**src/rtl/trigger_sequencer.sv**
```systemverilog
// Multi-stage logic-analyser trigger sequencer: pre-trigger fill, staged match, post-trigger
// capture, with capture_en marking samples to forward into the sample FIFO.
module trigger_sequencer #(
  parameter int unsigned SIZE    = 32,
  parameter int unsigned LEVELS  = 8,
  parameter int unsigned SADDR_W = 24,
  localparam int unsigned LW     = $clog2(LEVELS)
) (
  input  logic                     clk,
  input  logic                     reset,
  input  logic                     arm,
  input  logic                     abort,
  input  logic                     sample_valid,
  input  logic [SIZE-1:0]          sample_data,
  input  logic [LEVELS*SIZE-1:0]   trig_mask,
  input  logic [LEVELS*SIZE-1:0]   trig_type,
  input  logic [LEVELS*SIZE-1:0]   trig_level,
  input  logic [LW:0]              num_levels,
  input  logic [SADDR_W-1:0]       pre_count,
  input  logic [SADDR_W-1:0]       post_count,
  output logic                     armed,
  output logic                     triggered,
  output logic                     done,
  output logic                     capture_en,
  output logic [LW-1:0]            stage,
  output logic [SADDR_W-1:0]       trigger_pos
);

  typedef enum logic [2:0] {StIdle, StPre, StWait, StPost, StDone} state_e;

  state_e             state_q;
  logic [SADDR_W-1:0] pre_q, post_q, sample_count, post_cnt;
  logic [SADDR_W-1:0] cnt_next, post_next;
  logic [LW-1:0]      last_q, last_d;
  logic [SIZE-1:0]    prev_q;
  logic               seen_q;

  logic [SIZE-1:0] mask_k, type_k, level_k, edge_k, chan_ok;
  logic            match;

  assign capture_en = sample_valid & ~abort &
                      ((state_q == StPre) | (state_q == StWait) | (state_q == StPost));

  assign cnt_next  = (sample_count == '1) ? sample_count : sample_count + SADDR_W'(1);
  assign post_next = (post_cnt == '1) ? post_cnt : post_cnt + SADDR_W'(1);

  // Stage config is read live for the stage currently being evaluated.
  assign mask_k  = trig_mask[stage*SIZE +: SIZE];
  assign type_k  = trig_type[stage*SIZE +: SIZE];
  assign level_k = trig_level[stage*SIZE +: SIZE];
  assign edge_k  = seen_q ? (prev_q ^ sample_data) : '0;
  assign chan_ok = ~mask_k | (~(sample_data ^ level_k) & (~type_k | edge_k));
  assign match   = &chan_ok;

  // Index of the final stage: 0 means one stage, oversized requests clamp to LEVELS.
  always_comb begin
    last_d = '0;
    if (num_levels == '0) begin
      last_d = '0;
    end else if (32'(num_levels) > LEVELS) begin
      last_d = LW'(LEVELS - 1);
    end else begin
      last_d = LW'(32'(num_levels) - 32'd1);
    end
  end

  always_ff @(posedge clk or posedge reset) begin
    if (reset) begin
      state_q      <= StIdle;
      pre_q        <= '0;
      post_q       <= '0;
      last_q       <= '0;
      sample_count <= '0;
      post_cnt     <= '0;
      prev_q       <= '0;
      seen_q       <= 1'b0;
      armed        <= 1'b0;
      triggered    <= 1'b0;
      done         <= 1'b0;
      stage        <= '0;
      trigger_pos  <= '0;
    end else if (abort) begin
      state_q     <= StIdle;
      armed       <= 1'b0;
      triggered   <= 1'b0;
      done        <= 1'b0;
      stage       <= '0;
      trigger_pos <= '0;
    end else begin
      if (capture_en) begin
        prev_q       <= sample_data;
        seen_q       <= 1'b1;
        sample_count <= cnt_next;
      end
      unique case (state_q)
        StIdle, StDone: begin
          if (arm) begin
            pre_q        <= pre_count;
            post_q       <= post_count;
            last_q       <= last_d;
            sample_count <= '0;
            post_cnt     <= '0;
            prev_q       <= '0;
            seen_q       <= 1'b0;
            stage        <= '0;
            trigger_pos  <= '0;
            armed        <= 1'b1;
            triggered    <= 1'b0;
            done         <= 1'b0;
            state_q      <= (pre_count == '0) ? StWait : StPre;
          end
        end
        StPre: begin
          if (sample_valid && (cnt_next >= pre_q)) state_q <= StWait;
        end
        StWait: begin
          if (sample_valid && match) begin
            if (stage != last_q) begin
              stage <= stage + LW'(1);
            end else begin
              triggered   <= 1'b1;
              trigger_pos <= sample_count;
              post_cnt    <= SADDR_W'(1);
              if (post_q <= SADDR_W'(1)) begin
                state_q <= StDone;
                armed   <= 1'b0;
                done    <= 1'b1;
              end else begin
                state_q <= StPost;
              end
            end
          end
        end
        StPost: begin
          if (sample_valid) begin
            post_cnt <= post_next;
            if (post_next >= post_q) begin
              state_q <= StDone;
              armed   <= 1'b0;
              done    <= 1'b1;
            end
          end
        end
        default: state_q <= StIdle;
      endcase
    end
  end

endmodule

```
**config.mk**
```make
export PLATFORM = sky130hd
export DESIGN_NAME = trigger_sequencer
export DESIGN_NICKNAME = d
export VERILOG_FILES = /design/src/rtl/trigger_sequencer.sv
export SDC_FILE = /design/constraint.sdc
export NUM_CORES = 1
export LEC_CHECK = 0
export BUFFER_PORTS_ARGS = -buffer_cell sky130_fd_sc_hd__buf_2
export CORE_AREA = 2 2 349 351
export CTS_CLUSTER_SIZE = 8
export DETAILED_ROUTE_END_ITERATION = 6
export DIE_AREA = 0 0 351 353
export HOLD_SLACK_MARGIN = 0.05
export SETUP_SLACK_MARGIN = 0.2
export SYNTH_ARGS = -nofsm -noshare
export SYNTH_HDL_FRONTEND = slang
export SYNTH_SLANG_ARGS = --single-unit
```
**constraint.sdc**
```tcl
create_clock -name clk -period 5.2 [get_ports clk]
set_input_delay 1.04 -clock clk [delete_from_list [all_inputs] [get_ports clk]]
set_output_delay 1.04 -clock clk [all_outputs]
set_load 0.005 [all_outputs]
```
======== Word level (Yosys, flattened, before mapping) ========
Index checks and enable logic that the tools add are counted.
cells by class
  add/sub/neg operators ................... 4
  magnitude comparators ................... 4
  equal/unequal tests ..................... 19
  shift operators ......................... 3
  mux-type cells .......................... 58
  bitwise operators ....................... 13
  reductions and logical operators ........ 16
operators by type and width
  kind                                                                               number
  256-bit by 9-bit indexed part select with 32-bit output                            3
  24-bit two-way mux                                                                 12
  32-bit two-way mux                                                                 4
  32-bit NOT                                                                         3
  24-bit case mux with 3 select lines                                                1
  32-bit OR                                                                          2
  32-bit XOR                                                                         2
  24-bit by 1-bit adder with 24-bit output, second input constant                    2
  24-bit == test, second input constant                                              2
  24-bit >= comparator                                                               2
  24-bit case mux with 2 select lines                                                1
  3-bit two-way mux                                                                  14
  32-bit bitwise AND                                                                 1
  32-bit AND reduction                                                               1
  24-bit by 1-bit less-or-equal comparator with 1-bit output, second input constant  1
  24-bit logical NOT                                                                 1
  1-bit two-way mux                                                                  20
  3-bit by 2-bit != test with 1-bit output, second input constant                    5
  3-bit case mux with 4 select lines                                                 1
  6-bit AND reduction                                                                2
  3-bit != test, second input constant                                               3
  4-bit AND reduction                                                                2
  7-bit AND reduction                                                                1
  3-bit by 2-bit == test with 1-bit output, second input constant                    2
  other kinds (22)                                                                   29
word-level totals
  flip-flop bits (word level) ............. 165
  input port bits ......................... 857
  output and inout port bits .............. 31
  logic and storage cells ................. 130

======== Logic depth before layout (Yosys ltp) ========
Gate-level depths: netlist of the first run.
  depth in word-level cells ............... 10
  gate-level depth with buffers ........... 20
  mapped depth without buffers ............ 19

======== Worst setup path after synthesis of the first run ========
OpenSTA, ideal clock, no wires.
  path kind ............................... register to register
  from .................................... register sample_count[18] (netlist name)
  to ...................................... register done
  library setup time ...................... 132 ps
  data arrival time ....................... 4113 ps
  required time ........................... 5068 ps
  slack ................................... 955 ps
  stages on the path, launching flop included .. 20
  path buffers ............................ 1
  period minus slack after synthesis ...... 4245 ps
  cell sequence ........................... dfrtp_1 clkbuf_1 and3_1 and2_1 nand3_1 nor4_1 nor3_1 nand2_1 xnor2_1 ha_1 a21o_1 a21o_1 a211oi_1 o21bai_1 a21o_1 a221oi_1 o31ai_1 nand3b_1 nor3_1 or3b_1
RTL lines
  item                  line  RTL
  to (signal assigned)  79    done <= 1'b0;
  to (signal assigned)  86    done <= 1'b0;
  to (signal assigned)  109   done <= 1'b0;
  to (decl)             23    output logic done,

======== Final worst setup path of the first run ========
  from .................................... register post_cnt[4]
  to ...................................... register state_q[1]
on the way
  longest elaborated chain between the ends .. 5
  elaborated cells between the ends (all ways) .. 6
  those cells by class .................... add/sub: 1; order compare: 1; eq/ne: 2; mux: 1; reduce/logical: 1
RTL lines
  item                                                                        line  RTL
  from (decl)                                                                 32    logic [SADDR_W-1:0] pre_q, post_q, sample_count, post_cnt;
  from (signal assigned)                                                      136   post_cnt <= post_next;
  24-bit by 1-bit adder with 24-bit output or 24-bit == test (tied branches)  45    assign post_next = (post_cnt == '1) ? post_cnt : post_cnt + SADDR_W'(1);
  24-bit two-way mux *                                                        45
  24-bit >= comparator *                                                      137   if (post_next >= post_q) begin
  3-bit by 2-bit != test with 1-bit output (no line) *                        --
  6-bit AND reduction (no line) *                                             --
  to (signal assigned)                                                        69    state_q <= StIdle;
  to (signal assigned)                                                        138   state_q <= StDone;
  to (signal assigned)                                                        144   default: state_q <= StIdle;
  to (decl)                                                                   31    state_e state_q;
Mark *: on every way between the ends. The rest lies on a longest branch, timed or not.
A chain may end at the register's enable or synchronous reset.

==> results.sh, run 1 <==
export IMPL_p_per_area_nw_per_um2=236
export IMPL_gp_congestion=0.938
export IMPL_dieWidth_um=351
export IMPL_cp_start_kind="register"
export IMPL_hold_viol=0
export IMPL_skew_ps=32.8
export IMPL_final_nets=3462
export IMPL_die_y_um=353
export IMPL_finalSetupTns_ps=0
export IMPL_vias=18300
export IMPL_ctsHoldBuffers=0
export IMPL_antenna_left=0
export IMPL_clock_sinks=165
export IMPL_grt_pass1_wl_um=139000
export IMPL_synth_seq_area_share_pct=25.4
export IMPL_synth_cells=1685
export IMPL_grt_usage_pct=16.3
export IMPL_finalCritPeriodShare_pct=89.7
export IMPL_cts_root_buf="clkbuf_16"
export IMPL_yosysUniqueCellTypes=76
export IMPL_drt_iter0_drc=1312
export IMPL_fmax_mhz=214
export IMPL_status="complete, no violations"
export IMPL_finalNonFillerCells=4225
export IMPL_dpl_cell_count=4159
export IMPL_crit_arrival_ps=5050
export IMPL_grt_max_degree=115
export IMPL_yosysWarningCount=0
export IMPL_ff2ff_setup_slack_ps=540
export IMPL_ios=888
export IMPL_ys_seq_elements=165
export IMPL_clockBufferDepth=2
export IMPL_rsz0062_at_grt="no"
export IMPL_drive_gt1_share_pct=46.2
export IMPL_final_max_slew_viol_count=0
export IMPL_place_hpwl_um=88600
export IMPL_cts_tree="done"
export IMPL_cts_buffers=17
export IMPL_drv_cap=0
export IMPL_dr_pass1_iters=7
export IMPL_tightestPinTransition_ps=993
export IMPL_initial_core_util_pct=13.5
export IMPL_p_leak_nw=10.4
export IMPL_rr_worst_depth=18
export IMPL_ys_async_sr_fraction_pct=100
export IMPL_synthFlopType="dfrtp_1"
export IMPL_path_clk_slew_ps=90
export IMPL_post_route_min_period_ps=4660
export IMPL_worstPathRequired_ps=5580
export IMPL_setup_worst_path_end_class="register"
export IMPL_routed_via_density=4.32
export IMPL_totalWireLength_um=105000
export IMPL_fp_dieArea_sq_um=124000
export IMPL_maxSlewHeadroom_pct=33.8
export IMPL_avgRoutedWirePerCell_um=24.9
export IMPL_peakVddDrop_uv=186
export IMPL_io_buffers=887
export IMPL_syn_nets=2594
export IMPL_antenna_found_initial=70
export IMPL_worstSkewPairLatency_ps=520
export IMPL_areaGrowthSynthToFinish_pct=45.6
export IMPL_htree_num_levels=4
export IMPL_grt_pass1_vias=18000
export IMPL_fp_row_count=128
export IMPL_overflow=0
export IMPL_avgSynthCellArea_sq_um=9.65
export IMPL_drc_errors=0
export IMPL_core_area_sq_um=121000
export IMPL_cp_max_fo=7
export IMPL_utilization_pct=19.6
export IMPL_crit_type="register to register"
export IMPL_hp_class="register to register"
export IMPL_syn_area_sq_um=16300
export IMPL_synth_edf_count=0
export IMPL_min_path_cells=1
export IMPL_setup_viol_count_final=0
Yosys cell counts (all sizes together), types with 50 or more instances:
master,number,share of area (%)
a21oi,86,2.6
a22o,55,3.0
buf,69,2.7
clkbuf,51,1.2
dfrtp,165,25
ha,52,4.0
inv,67,1.5
mux2i,144,8.9
mux4,134,19
nand2,228,5.3
nor2,60,1.4
o21ai,78,2.4
xor2,50,2.7
power breakdown:
group,internal (mW),switching (mW)
Sequential,1.62,0.204
Clock,0.739,0.730
Combinational,0.941,1.36
sequential cells by signal (all words and copies together), names as in the netlist:
name and cells:
post_q 24, pre_q 24, state_q 3, seen_q 1
prev_q 32, done 1, sample_count 24, triggered 1
last_q 3, post_cnt 24, stage 3, trigger_pos 24
armed 1
per-stage QoR:
| step | hold slack, ps | cell area [sq um] | setup WS [ps] | total power [mW] |
|---|---|---|---|---|
| after floorplan | 463 | 16300 | 955 | 3.08 |
| after global placement | 481 | 23000 | 496 | 4.12 |
| after detailed placement | 485 | 23000 | 458 | 4.16 |
| after CTS | 507 | 23600 | 445 | 5.70 |
| after global routing | 530 | 23600 | 258 | 6.02 |
| final | 504 | 23700 | 537 | 5.59 |
per-layer routing:
metal,global-route usage (%),wire length [um],vias to the layer above
met5,0,277,-
met4,6.61,3600,44
met3,4.84,9380,190
met2,26.1,48500,1000
met1,20.2,43200,8848
li1,-,-,8175
logic make-up after synthesis:
family / count (synthesis) / synth area share [%]
buffers and inverters: 187 / 5.39
XOR/XNOR: 96 / 5.17
multiplexers: 294 / 28.5
adder cells (fa/ha/maj): 54 / 4.12
AO/OA/AOI/OAI: 393 / 16.7
AND/OR/NAND/NOR: 496 / 14.7
flip-flops: 165 / 25.4
layout by cell type, fill, tap and decap left out, types with 8 or more instances in the layout:
cell type  synthesis  final
a21oi_1           86     86
diode_2            0     34
xnor2_1           46     46
a31oi_1           12     12
and3_1             8      8
nor2_1            60     58
a211oi_1           9      8
nand3_1           32     32
nand4_1           22     22
mux2_2            15     15
o211ai_1          10     10
nand2_1          227    227
mux4_2           134    134
nor2b_1           14     12
a211o_1           13     13
buf_2             31    887
a22oi_1           38     38
xor2_1            50     50
clkbuf_16          0     17
inv_1             66     64
buf_12             0     13
nor4_1            18     17
a32oi_1           11     11
o21ai_0           76     76
ha_1              52     52
nand2b_1          34     34
nand3b_1          12     12
a21o_1            13     13
mux2i_1          144    144
and2_1            11     10
nor3_1            23     22
a22o_1            55     55
dfrtp_1          165    161
buf_4             20     69
repair_timing:
| action | CTS | global route |
|---|---|---|
| setup buffers | 0 | 0 |
| gates resized for setup | 0 | 2 |
| endpoints found under the hold margin | 0 | 0 |
| setup endpoints to repair | 0 | 4 |
critical path, stage by stage, from the launching register on:
cell and delay, ps:
dfrtp_1 460, and4_1 240, nand3_1 120, or2_2 320, or3_1 330, nand4_1 230, nor2_1 120, and3_1 210
xor2_1 150, ha_1 300, nand4_1 140, a2111oi_1 360, buf_4 170, a21oi_1 80, o21ai_0 240, a31oi_1 200
nand3b_1 250, a31oi_1 250, mux2_1 350
area by class of cell:
type | instances | area [sq um]
timing repair buffer | 969 | 5220
sequential | 165 | 4140
inverter | 67 | 258
tap | 1625 | 2030
multi-input combinational | 1333 | 11300
clock buffer | 17 | 425
antenna | 34 | 85.1
fill | 13400 | 96900
clock inverter | 15 | 214
path summary, 6_finish.rpt:
kind | startpoint | end
max reg2reg | post_cnt[4]$_DFFE_PP0P_ | state_q[1]$_DFFE_PP0P_
max | post_cnt[4]$_DFFE_PP0P_ | state_q[1]$_DFFE_PP0P_
max in group asynchronous | reset | seen_q$_DFFE_PP0N_
min reg2reg | triggered$_DFFE_PP0P_ | triggered$_DFFE_PP0P_
min in group asynchronous | reset | pre_q[2]$_DFFE_PP0P_
min | triggered$_DFFE_PP0P_ | triggered$_DFFE_PP0P_
Power figures use the tool's default switching activity.
==> run 2: changes to the inputs <==
--- a/config.mk
+++ b/config.mk
@@ -11,6 +11,7 @@
 export DETAILED_ROUTE_END_ITERATION = 6
 export DIE_AREA = 0 0 351 353
 export HOLD_SLACK_MARGIN = 0.05
+export PLACE_DENSITY = 0.3
 export SETUP_SLACK_MARGIN = 0.2
 export SYNTH_ARGS = -nofsm -noshare
 export SYNTH_HDL_FRONTEND = slang
==> run 2 against run 1 <==
Net effect:
- count of clock-buffer cells in the layout is 3 higher
- combinational power is 3% lower
- total power is 0.20% lower
- highest routed layer unchanged
- clock skew is 14 ps lower
- clock power hardly changed
- global-route usage is 1.3 points higher
- critical path depth is 3 lower
- sequential power is 2% higher
- first-iteration DRC count is 6.0% lower
- sequential share of layout area is 0.11 points higher
- final cell count is 0.40% lower
- largest power group unchanged
==> results.sh, run 2 (synthesis gave the netlist of run 1 again) <==
export IMPL_maxSlewHeadroom_pct=31.5
export IMPL_totalWireLength_um=113000
export IMPL_status="complete, no violations"
export IMPL_hold_viol=0
export IMPL_rsz0062_at_grt="yes"
export IMPL_grt_usage_pct=17.5
export IMPL_final_nets=3450
export IMPL_peakVddDrop_uv=151
export IMPL_top_register="prev_q"
export IMPL_io_buffers=887
export IMPL_fmax_mhz=213
export IMPL_final_max_slew_viol_count=0
export IMPL_initial_core_util_pct=13.5
export IMPL_cts_setup_buffers=0
export IMPL_routed_via_density=4.20
export IMPL_hp_class="register to register"
export IMPL_skew_ps=19.3
export IMPL_cp_start_kind="register"
export IMPL_largest_register_ffs=32
export IMPL_place_ws_ps=279
export IMPL_clock_sinks=165
export IMPL_grt_pass1_wl_um=148000
export IMPL_drc_errors=0
export IMPL_gp_congestion=0.821
export IMPL_antenna_found_initial=90
export IMPL_ctsHoldBuffers=0
export IMPL_drv_cap=0
export IMPL_p_per_area_nw_per_um2=237
export IMPL_fp_dieArea_sq_um=124000
export IMPL_fin_ws_ps=509
export IMPL_setup_viol_count_final=0
export IMPL_fp_row_count=128
export IMPL_path_clk_slew_ps=80
export IMPL_ios=888
export IMPL_antenna_left=0
export IMPL_tightestPinTransition_ps=1020
export IMPL_avgRoutedWirePerCell_um=26.9
export IMPL_crit_type="register to register"
export IMPL_cts_root_buf="clkbuf_16"
export IMPL_post_route_min_period_ps=4690
export IMPL_crit_path_frequent_cell="buf_4"
export IMPL_clockBufferDepth=2
export IMPL_dieWidth_um=351
export IMPL_setup_worst_path_end_class="register"
export IMPL_finalSetupTns_ps=0
export IMPL_worstSkewPairLatency_ps=500
export IMPL_p_leak_nw=10.3
export IMPL_crit_path_max_incr_delay_ps=590
export IMPL_cts_tree="done"
export IMPL_drt_iter0_drc=1233
export IMPL_overflow=0
export IMPL_die_y_um=353
export IMPL_path_cells="buf_12 > buf_4 > nor2b_4 > buf_4 > a22oi_1 > nand2_1 > xor2_1 > a21oi_1 > or4b_1 > nor4_2 > buf_4 > and4b_1 > o21ai_1 > buf_4 > a22o_1"
export IMPL_drive_gt1_share_pct=45.9
export IMPL_finalCritPeriodShare_pct=90.2
export IMPL_crit_arrival_ps=5070
export IMPL_cts_buffers=17
export IMPL_cp_max_fo=41
export IMPL_dr_pass1_iters=5
export IMPL_worstPathRequired_ps=5580
export IMPL_core_area_sq_um=121000
export IMPL_finalNonFillerCells=4208
export IMPL_final_common_cell="buf_2"
export IMPL_grt_max_degree=104
export IMPL_areaGrowthSynthToFinish_pct=44.7
export IMPL_htree_num_levels=4
export IMPL_final_cell_mix="887 x buf_2, 227 x nand2_1, 161 x dfrtp_1, 144 x mux2i_1, 134 x mux4_2"
export IMPL_crit_path_top_delay_cell="dfrtp_4"
export IMPL_grt_pass1_vias=17900
export IMPL_dpl_cell_count=4147
export IMPL_vias=17700
export IMPL_place_hpwl_um=95500
run 2: repair_timing:
action | in CTS | in global routing
gates resized for setup | 0 | 2
endpoints found under the setup margin | 0 | 19
hold endpoints to repair | 0 | 0
run 2: layout make-up:
class | instances | area, sq um
fillers | 13600 | 97100
well taps | 1625 | 2030
diodes | 30 | 75.1
repair buffers | 957 | 5090
multi-input cells | 1333 | 11300
flip-flops and latches | 165 | 4140
clock inverters | 11 | 173
clock buffers | 20 | 457
inverters | 67 | 258
run 2: routing by layer:
metal / vias to the layer above / routed length, um / global-route usage (%)
li1: 8143 / - / -
met1: 8651 / 47500 / 22.1
met2: 680 / 53700 / 28.5
met3: 147 / 9230 / 5.18
met4: 56 / 2300 / 5.73
met5: - / 345 / 0
run 2: power by group:
| part | total [mW] | switching, mW | internal [mW] |
|---|---|---|---|
| sequential | 1.86 | 0.240 | 1.62 |
| clock | 1.49 | 0.660 | 0.830 |
| combinational | 2.23 | 1.31 | 0.929 |
run 2: stage by stage:
step | util, % | instance area [sq um] | hold WS [ps] | power, mW
after floorplan | - | 16300 | 463 | 3.08
after global placement | 18.9 | 22800 | 488 | 4.17
after detailed placement | 18.9 | 22800 | 488 | 4.15
after CTS | 19.4 | 23500 | 508 | 5.72
after global routing | 19.5 | 23500 | 525 | 6.02
final | 19.5 | 23500 | 505 | 5.58
run 2: worst max-delay path: cells and delay by family, from the launching register on:
kind / cells / cell delay (ps)
AOI/OAI and AO/OA: 4 / 740
xor gates and xnor gates: 1 / 150
buffers and inverters: 5 / 1280
DFF: 1 / 590
and+or+nand+nor: 5 / 1760
run 2: path summary, 6_finish.rpt:
| check | endpoint | slack (ps) | cells past startpoint | from |
|---|---|---|---|---|
| max | post_cnt[20]$_DFFE_PP0P_ | 510 | 15 | stage[0]$_DFFE_PP0P_ |
| min | triggered$_DFFE_PP0P_ | 510 | 1 | triggered$_DFFE_PP0P_ |
| max reg2reg | post_cnt[20]$_DFFE_PP0P_ | 510 | 15 | stage[0]$_DFFE_PP0P_ |
| min reg2reg | triggered$_DFFE_PP0P_ | 510 | 1 | triggered$_DFFE_PP0P_ |
| max in group asynchronous | stage[0]$_DFFE_PP0P_ | 3450 | 3 | reset |
| min in group asynchronous | post_cnt[19]$_DFFE_PP0P_ | 640 | 2 | reset |
